**src/rtl/register_writeback.sv**
```systemverilog
// Integer register file, 32x32, with mem/ALU write-back arbitration.
// Ports: clk, reset_n, alu_/mem_write_{req,addr,data}, src{1,2}_{addr,value}, pend_full/count, overflow.
module register_writeback #(
  parameter int PEND_DEPTH = 2
) (
  input  logic        clk,
  input  logic        reset_n,
  input  logic        alu_write_req,
  input  logic [4:0]  alu_write_addr,
  input  logic [31:0] alu_write_data,
  input  logic        mem_write_req,
  input  logic [4:0]  mem_write_addr,
  input  logic [31:0] mem_write_data,
  input  logic [4:0]  src1_addr,
  input  logic [4:0]  src2_addr,
  output logic [31:0] src1_value,
  output logic [31:0] src2_value,
  output logic        pend_full,
  output logic [2:0]  pend_count,
  output logic        overflow
);

  localparam int D = PEND_DEPTH;

  logic [31:0] r_rf [32];
  logic [4:0]  r_qa [D];
  logic [31:0] r_qd [D];
  logic [2:0]  r_cnt;
  logic        r_ovf;

  logic        w_mem_v;
  logic        w_alu_v;
  logic        w_direct;
  logic        w_push;
  logic        w_drop;
  logic [D-1:0] w_keep;
  logic [2:0]  w_rank [D];
  logic [2:0]  w_kcnt;
  logic [4:0]  w_na [D];
  logic [31:0] w_nd [D];
  logic [2:0]  w_ncnt;
  logic        w_cm_v;
  logic [4:0]  w_cm_addr;
  logic [31:0] w_cm_data;

  // x0 writes are treated as if never requested
  assign w_mem_v  = mem_write_req && (mem_write_addr != 5'd0);
  assign w_alu_v  = alu_write_req && (alu_write_addr != 5'd0);
  assign w_direct = w_alu_v && !w_mem_v && (r_cnt == 3'd0);
  assign w_push   = w_alu_v && !w_direct;

  // Entries surviving this cycle: mem write kills same-addr
  // entries, otherwise a non-empty queue pops its head.
  always_comb begin
    w_keep = '0;
    for (int i = 0; i < D; i++) begin
      w_keep[i] = (3'(i) < r_cnt);
      if (w_mem_v && (r_qa[i] == mem_write_addr))
        w_keep[i] = 1'b0;
      if (!w_mem_v && (i == 0))
        w_keep[i] = 1'b0;
    end
  end

  // Destination slot of each survivor after compaction
  always_comb begin
    w_kcnt = 3'd0;
    for (int i = 0; i < D; i++) begin
      w_rank[i] = w_kcnt;
      if (w_keep[i])
        w_kcnt = w_kcnt + 3'd1;
    end
  end

  assign w_drop = w_push && (w_kcnt == 3'(D));
  assign w_ncnt = w_kcnt + {2'b00, (w_push && !w_drop)};

  always_comb begin
    for (int j = 0; j < D; j++) begin
      w_na[j] = '0;
      w_nd[j] = '0;
      for (int i = 0; i < D; i++) begin
        if (w_keep[i] && (w_rank[i] == 3'(j))) begin
          w_na[j] = r_qa[i];
          w_nd[j] = r_qd[i];
        end
      end
      if (w_push && !w_drop && (w_kcnt == 3'(j))) begin
        w_na[j] = alu_write_addr;
        w_nd[j] = alu_write_data;
      end
    end
  end

  always_comb begin
    w_cm_v    = 1'b0;
    w_cm_addr = '0;
    w_cm_data = '0;
    unique case (1'b1)
      w_mem_v: begin
        w_cm_v    = 1'b1;
        w_cm_addr = mem_write_addr;
        w_cm_data = mem_write_data;
      end
      (!w_mem_v && (r_cnt != 3'd0)): begin
        w_cm_v    = 1'b1;
        w_cm_addr = r_qa[0];
        w_cm_data = r_qd[0];
      end
      w_direct: begin
        w_cm_v    = 1'b1;
        w_cm_addr = alu_write_addr;
        w_cm_data = alu_write_data;
      end
      default: ;
    endcase
  end

  always_ff @(posedge clk or negedge reset_n) begin
    if (!reset_n) begin
      for (int i = 0; i < 32; i++)
        r_rf[i] <= '0;
    end else if (w_cm_v) begin
      r_rf[w_cm_addr] <= w_cm_data;
    end
  end

  always_ff @(posedge clk or negedge reset_n) begin
    if (!reset_n) begin
      r_cnt <= '0;
      r_ovf <= 1'b0;
      for (int i = 0; i < D; i++) begin
        r_qa[i] <= '0;
        r_qd[i] <= '0;
      end
    end else begin
      r_cnt <= w_ncnt;
      if (w_drop)
        r_ovf <= 1'b1;
      for (int i = 0; i < D; i++) begin
        r_qa[i] <= w_na[i];
        r_qd[i] <= w_nd[i];
      end
    end
  end

  // Newest wins: ALU in, mem in, queue young->old, array
  function automatic logic [31:0] rd(input logic [4:0] a);
    logic [31:0] v;
    v = r_rf[a];
    for (int i = 0; i < D; i++)
      if ((3'(i) < r_cnt) && (r_qa[i] == a))
        v = r_qd[i];
    if (w_mem_v && (mem_write_addr == a))
      v = mem_write_data;
    if (w_alu_v && (alu_write_addr == a))
      v = alu_write_data;
    if (a == 5'd0)
      v = '0;
    return v;
  endfunction

  always_comb src1_value = rd(src1_addr);
  always_comb src2_value = rd(src2_addr);

  assign pend_count = r_cnt;
  assign pend_full  = (r_cnt == 3'(D));
  assign overflow   = r_ovf;

endmodule

```
**config.mk**
```make
export PLATFORM = sky130hd
export DESIGN_NAME = register_writeback
export DESIGN_NICKNAME = d
export VERILOG_FILES = /design/src/rtl/register_writeback.sv
export SDC_FILE = /design/constraint.sdc
export NUM_CORES = 2
export LEC_CHECK = 0
export CAP_MARGIN = 25
export CORE_ASPECT_RATIO = 0.9
export CORE_MARGIN = 2
export CORE_UTILIZATION = 45
export DETAILED_ROUTE_END_ITERATION = 12
export MAX_ROUTING_LAYER = met4
export PLACE_DENSITY = 0.59
export REMOVE_ABC_BUFFERS = 1
export SLEW_MARGIN = 15
export SYNTH_ARGS = -nofsm -noshare
export SYNTH_HDL_FRONTEND = slang
export SYNTH_SLANG_ARGS = --single-unit
export TNS_END_PERCENT = 5
```
**constraint.sdc**
```tcl
create_clock -name clk -period 6.15 [get_ports clk]
set_clock_uncertainty 0.15 [all_clocks]
set_input_delay 1.5375 -clock clk [delete_from_list [all_inputs] [get_ports clk]]
set_output_delay 1.5375 -clock clk [all_outputs]
set_load 0.1 [all_outputs]
```
After elaboration in Yosys (flattened, before gate mapping)
Cells that the tools add are included.
{ "op_classes": {"bitwise": 3, "order_cmp": 6, "reduce_logical": 35, "muxes": 37, "addsub": 2, "eq_ne": 16} }
{ "op_table": {"columns": ["operator", "n"], "rows": [
  ["$bwmux 1024", 1],
  ["$mux 32", 20],
  ["$bmux 32 s5", 2],
  ["$demux 32 s5", 1],
  ["$pmux 32 s3", 1],
  ["$eq 5x5->1", 10],
  ["$mux 5", 5],
  ["$logic_and 1x1->1", 23],
  ["$ge 6x6->1 const B", 3],
  ["$not 5->6", 3],
  ["$pmux 5 s3", 1],
  ["$logic_not 5->1", 2],
  ["$reduce_bool 5->1", 2],
  ["$logic_not 3->1", 3],
  ["$eq 3x1->1 const B", 2],
  ["$eq 3x2->1 const B", 2],
  ["$lt 1x3->1 const A", 2],
  ["$lt 6x1->1 const B", 1],
  ["$mux 1", 5],
  ["$add 3x1->3", 1],
  ["$add 3x1->3 const B", 1],
  ["$logic_not 1->1", 3],
  ["$mux 3", 1],
  ["$ne 3x1->1 const B", 1],
  ["other kinds (3)", 3]
]} }
{ "word_totals": {"wordCells": 137, "reg_bits": 1102, "inputBits": 88, "output_inout_bits": 69} }

Depth between registers and ports, before layout
{ "logic_depth": {"word_depth": 14, "mapped_depth": 15, "ltp_nobuf": 10} }

Worst setup path before layout
No wires, ideal clock.
{ "synth_path": {"path_kind": "input -> output", "start": "input alu_write_addr[2]", "end": "output src1_value[22]", "cell_stages": 8, "slack_ps": -3398, "n_path_buf": 3, "arrival_ps": 7861, "required_time_ps": 4462, "path_cell_list": "or4_1 -> o21a_1 -> clkbuf_1 -> clkbuf_1 -> nand4_1 -> buf_2 -> nor2_1 -> a2111oi_0"} }
{ "synth_via": {"elab_chain_len": 5, "elab_cells_between_ends": 6, "classes_between": "eq/ne (1); mux (2); reduce/logical (3)"} }
{ "synth_rtl": {"columns": ["item", "line_no", "source"], "rows": [
  ["from (decl)", "9", "input logic [4:0] alu_write_addr,"],
  ["$reduce_bool 5->1", "48", "assign w_alu_v = alu_write_req && (alu_write_addr != 5'd0);"],
  ["$logic_and 1x1->1", "48", null],
  ["$logic_and 1x1->1 (*)", "156", "if (w_alu_v && (alu_write_addr == a))"],
  ["$mux 32 (*)", "156", null],
  ["$mux 32 (*)", "158", "if (a == 5'd0)"],
  ["to (decl)", "16", "output logic [31:0] src1_value,"]
]} }
Mark *: on every way between the ends. The rest lies on a longest branch, timed or not.

Worst setup path after layout
Ends and elaborated chain as after synthesis.

==> impl_results.md <==
* Setup crit end kind: output port
* Avg WL per Cell at roughly 33 um
* Pin count of the biggest net entering global routing at 160
* Post-synth EDFFs at 0
* DRC viols at 2
* Data arrival, critical path at around 4.5 ns
* Power Total at between 30 and 40 mW
* Crit-path cells: clkdlybuf4s50_1 -> or4_1 -> o21a_2 -> nand4_1 -> buf_12 -> nor2_1 -> a2111oi_0 -> buf_4 -> buf_12
* Max Fclk at ~0.16 GHz
* Hpwl dp at 147,000 um
* Grt ovf at 0
* Final WS setup at -0.0596 ns
* H-Tree Depth at 3
* Setup WS pre-CTS at approximately 0.0064 ns
* Area contributors post-synth: dfrtp_1 44%, mux2_2 14%, mux4_2 13%
* Total Routing Usage GR at 33.1%
* Primary FF master, synth: dfrtp_1
* Core area at about 0.14 mm2
* Antenna-violating nets left at 0
* Fin crit share at 101%
* Setup Buffers After CTS at 0
* Latest clock arrival within the worst-skew pair at 0.76 ns
* Xor/xnor share of the synthesized area at 0.701%
* Register area share after synthesis at roughly 44%
* Async S/R FF share, synth at 100%
* I/O Pins at between 150 and 200
* Post-layout net count at 5,030
* GP Congestion at 0.926
* Cell taking the most area after synthesis: dfrtp_1
* Slowest Stage Delay on Critical Path at 0.69 ns
* Area Overhead vs Synth at 17.4%
* Mean Syn Cell Area at 13.0 um2
* Actual slew at the worst max-slew pin at 1.16 ns
* Compound-Gate Fraction of Synth Area at 7.92%
* Status: finished, violations left
* Largest family of logic cells by synthesized area: multiplexers
* First-pass GRT wire length at around 330,000 um
* Post-synthesis mux area share at 38.2%
* WS Path Type: in -> out
* Synth warn at 0
* # fillers at approximately 12,000
* Worst hold slack at 0.319 ns
* Post-synth top area share at 44.1%
* Number of global-route vias before repair at 45,900
* Adder-cell share of the synthesized area at less than 1%
* Die span in y at approximately 360 um
* Setup Viol. Count Final at 1
* Rows at 129
* IO Port Bufs at 156
* Simple logic cell fraction of the synthesized area at 5.15%
* Drt pass-1 iters at 10
* Final Max Slew Viols at 0
* Total number of vias at between 40,000 and 50,000
* Die Wd at 397 um
* R2R depth at 7
* Sink Count at 1,102
* Startpoint class of the critical path: input pin
* Via density at 6.72
* Initial antenna violation count at 6
* Unrepaired setup endpoints after global routing: true
* Initial Util at 45.4%
* Crit-path max FO at 13
* Hold Crit Depth at 1
* Peak supply drop at approximately 0.00038 V
* Required time of the critical path at 4.46 ns
* Hold_buf cts at 0
* Post-Route WL at 229,000 um
* Violated checks: design-rule violations, negative setup slack
* Synth top cells by count: 1,102 x dfrtp_1, 803 x mux2_2, 400 x mux2i_1
* Pleak at 31.8 nW
* Tmin final at ~6.2 ns
* Die footprint at ~0.14 mm2
* Critical Path Most Common Cell: buf_12
* CTS max path bufs at 3
* Clock transition at path regs at 0.06 ns
* Max Cap Viol at 0
* Pwr dens at 467 mW/mm2
* Final Hold Fails at 0
* Root Driver: clkbuf_16
* Synthesized area at 0.0625 mm2
* Total CTS buffers at 117
* DR iter-0 viols at 5,451
* TritonCTS clock tree: done
* Worst Hold Class: reg -> reg
* Syn Inst Count at 4,820
* #FFs+latches synth at 1,102
* Share of cells above drive strength 1 at a little under two fifths
* Critical Path Slowest Stage Cell: or4_1
* Most common cell in the netlist: dfrtp_1
* Synth cell types at 66
* Slew Limit Headroom at 22.5%
power by group:
| group | internal (mW) | switching [mW] |
|---|---|---|
| Clock | 4.51 | 3.17 |
| Combinational | 6.79 | 6.73 |
| Sequential | 10.5 | 2.57 |
| Total | 21.8 | 12.5 |
metal layers:
layer	vias to the layer above	share of wire, %	GRT usage [%]
li1	18800	-	-
met1	24300	42	45.7
met3	530	10	7.70
met4	0	4.5	12.8
met2	2552	44	47.2
met5	-	0	-
state kept, by name (all words and copies together), names as in the netlist:
register and cells:
r_rf 1024, pend_count 3, overflow 1, r_qd 64
r_qa 10
logic make-up (layout without fill, tap and decap cells):
kind of cell | count (synthesis) | count (layout)
other cells | 0 | 8
buf+inv | 550 | 759
xor+xnor | 50 | 50
flops | 1102 | 1102
fa+ha+maj | 7 | 7
simple gates | 637 | 637
mux | 1795 | 1795
compound gates | 679 | 679
cell type report:
type,count,area (um2),area share (%)
diodes,8,20.0,0.0273
clock buffers,159,3390,4.62
clock inverters,54,732,0.997
inverters,19,71.3,0.0972
multi-input cells,3168,33100,45.1
flip-flops and latches,1102,27600,37.6
well taps,1834,2290,3.13
repair buffers,527,6220,8.48
placed cells by master, fill, tap and decap left out, types with 82 or more instances in the layout:
| cell | instances |
|---|---|
| mux2i_1 | 400 |
| clkbuf_16 | 119 |
| a211oi_1 | 94 |
| nand2_1 | 154 |
| a22oi_1 | 153 |
| mux4_2 | 370 |
| clkdlybuf4s50_1 | 82 |
| mux2_1 | 222 |
| dfrtp_1 | 1102 |
| nand3_1 | 112 |
| mux2_2 | 803 |
| nor2_1 | 113 |
| buf_4 | 273 |
| buf_12 | 161 |
| a21oi_1 | 87 |
worst max-delay path: cells and delay by family:
family | cells | cell delay (ns)
AO/OA/AOI/OAI | 2 | 0.77
buffers and inverters | 4 | 1.04
AND/OR/NAND/NOR | 3 | 1.15
through the flow:
step / cell area (um2) / setup TNS (ns) / instances / utilization, %
2_1_floorplan: 60200 / -106.95 / 4289 / -
3_3_place_gp: 69200 / -0.237 / 6648 / 50.3
3_5_place_dp: 69200 / 0 / 6650 / 50.3
4_1_cts: 73400 / 0 / 6863 / 53.3
5_1_grt: 73400 / -0.0184 / 6869 / 53.3
6_report: 73400 / -0.0596 / 6871 / 53.3
path summary, 6_finish.rpt:
path                                          to                     from  slack [ns]
max                               src1_value[22]        alu_write_addr[2]       -0.06
min                         overflow$_DFFE_PN0P_     overflow$_DFFE_PN0P_        0.32
max reg2reg                r_rf[436]$_DFFE_PN0P_  pend_count[1]$_DFF_PN0_        1.51
min reg2reg                 overflow$_DFFE_PN0P_     overflow$_DFFE_PN0P_        0.32
max in group asynchronous  r_rf[891]$_DFFE_PN0P_                  reset_n        3.71
min in group asynchronous   r_rf[24]$_DFFE_PN0P_                  reset_n        0.63
repair_timing:
action | CTS | global route
endpoints found under the hold margin | 0 | 0
gates resized for setup | 0 | 7
setup endpoints to repair | 0 | 11
(Power assumes the default switching activity.)
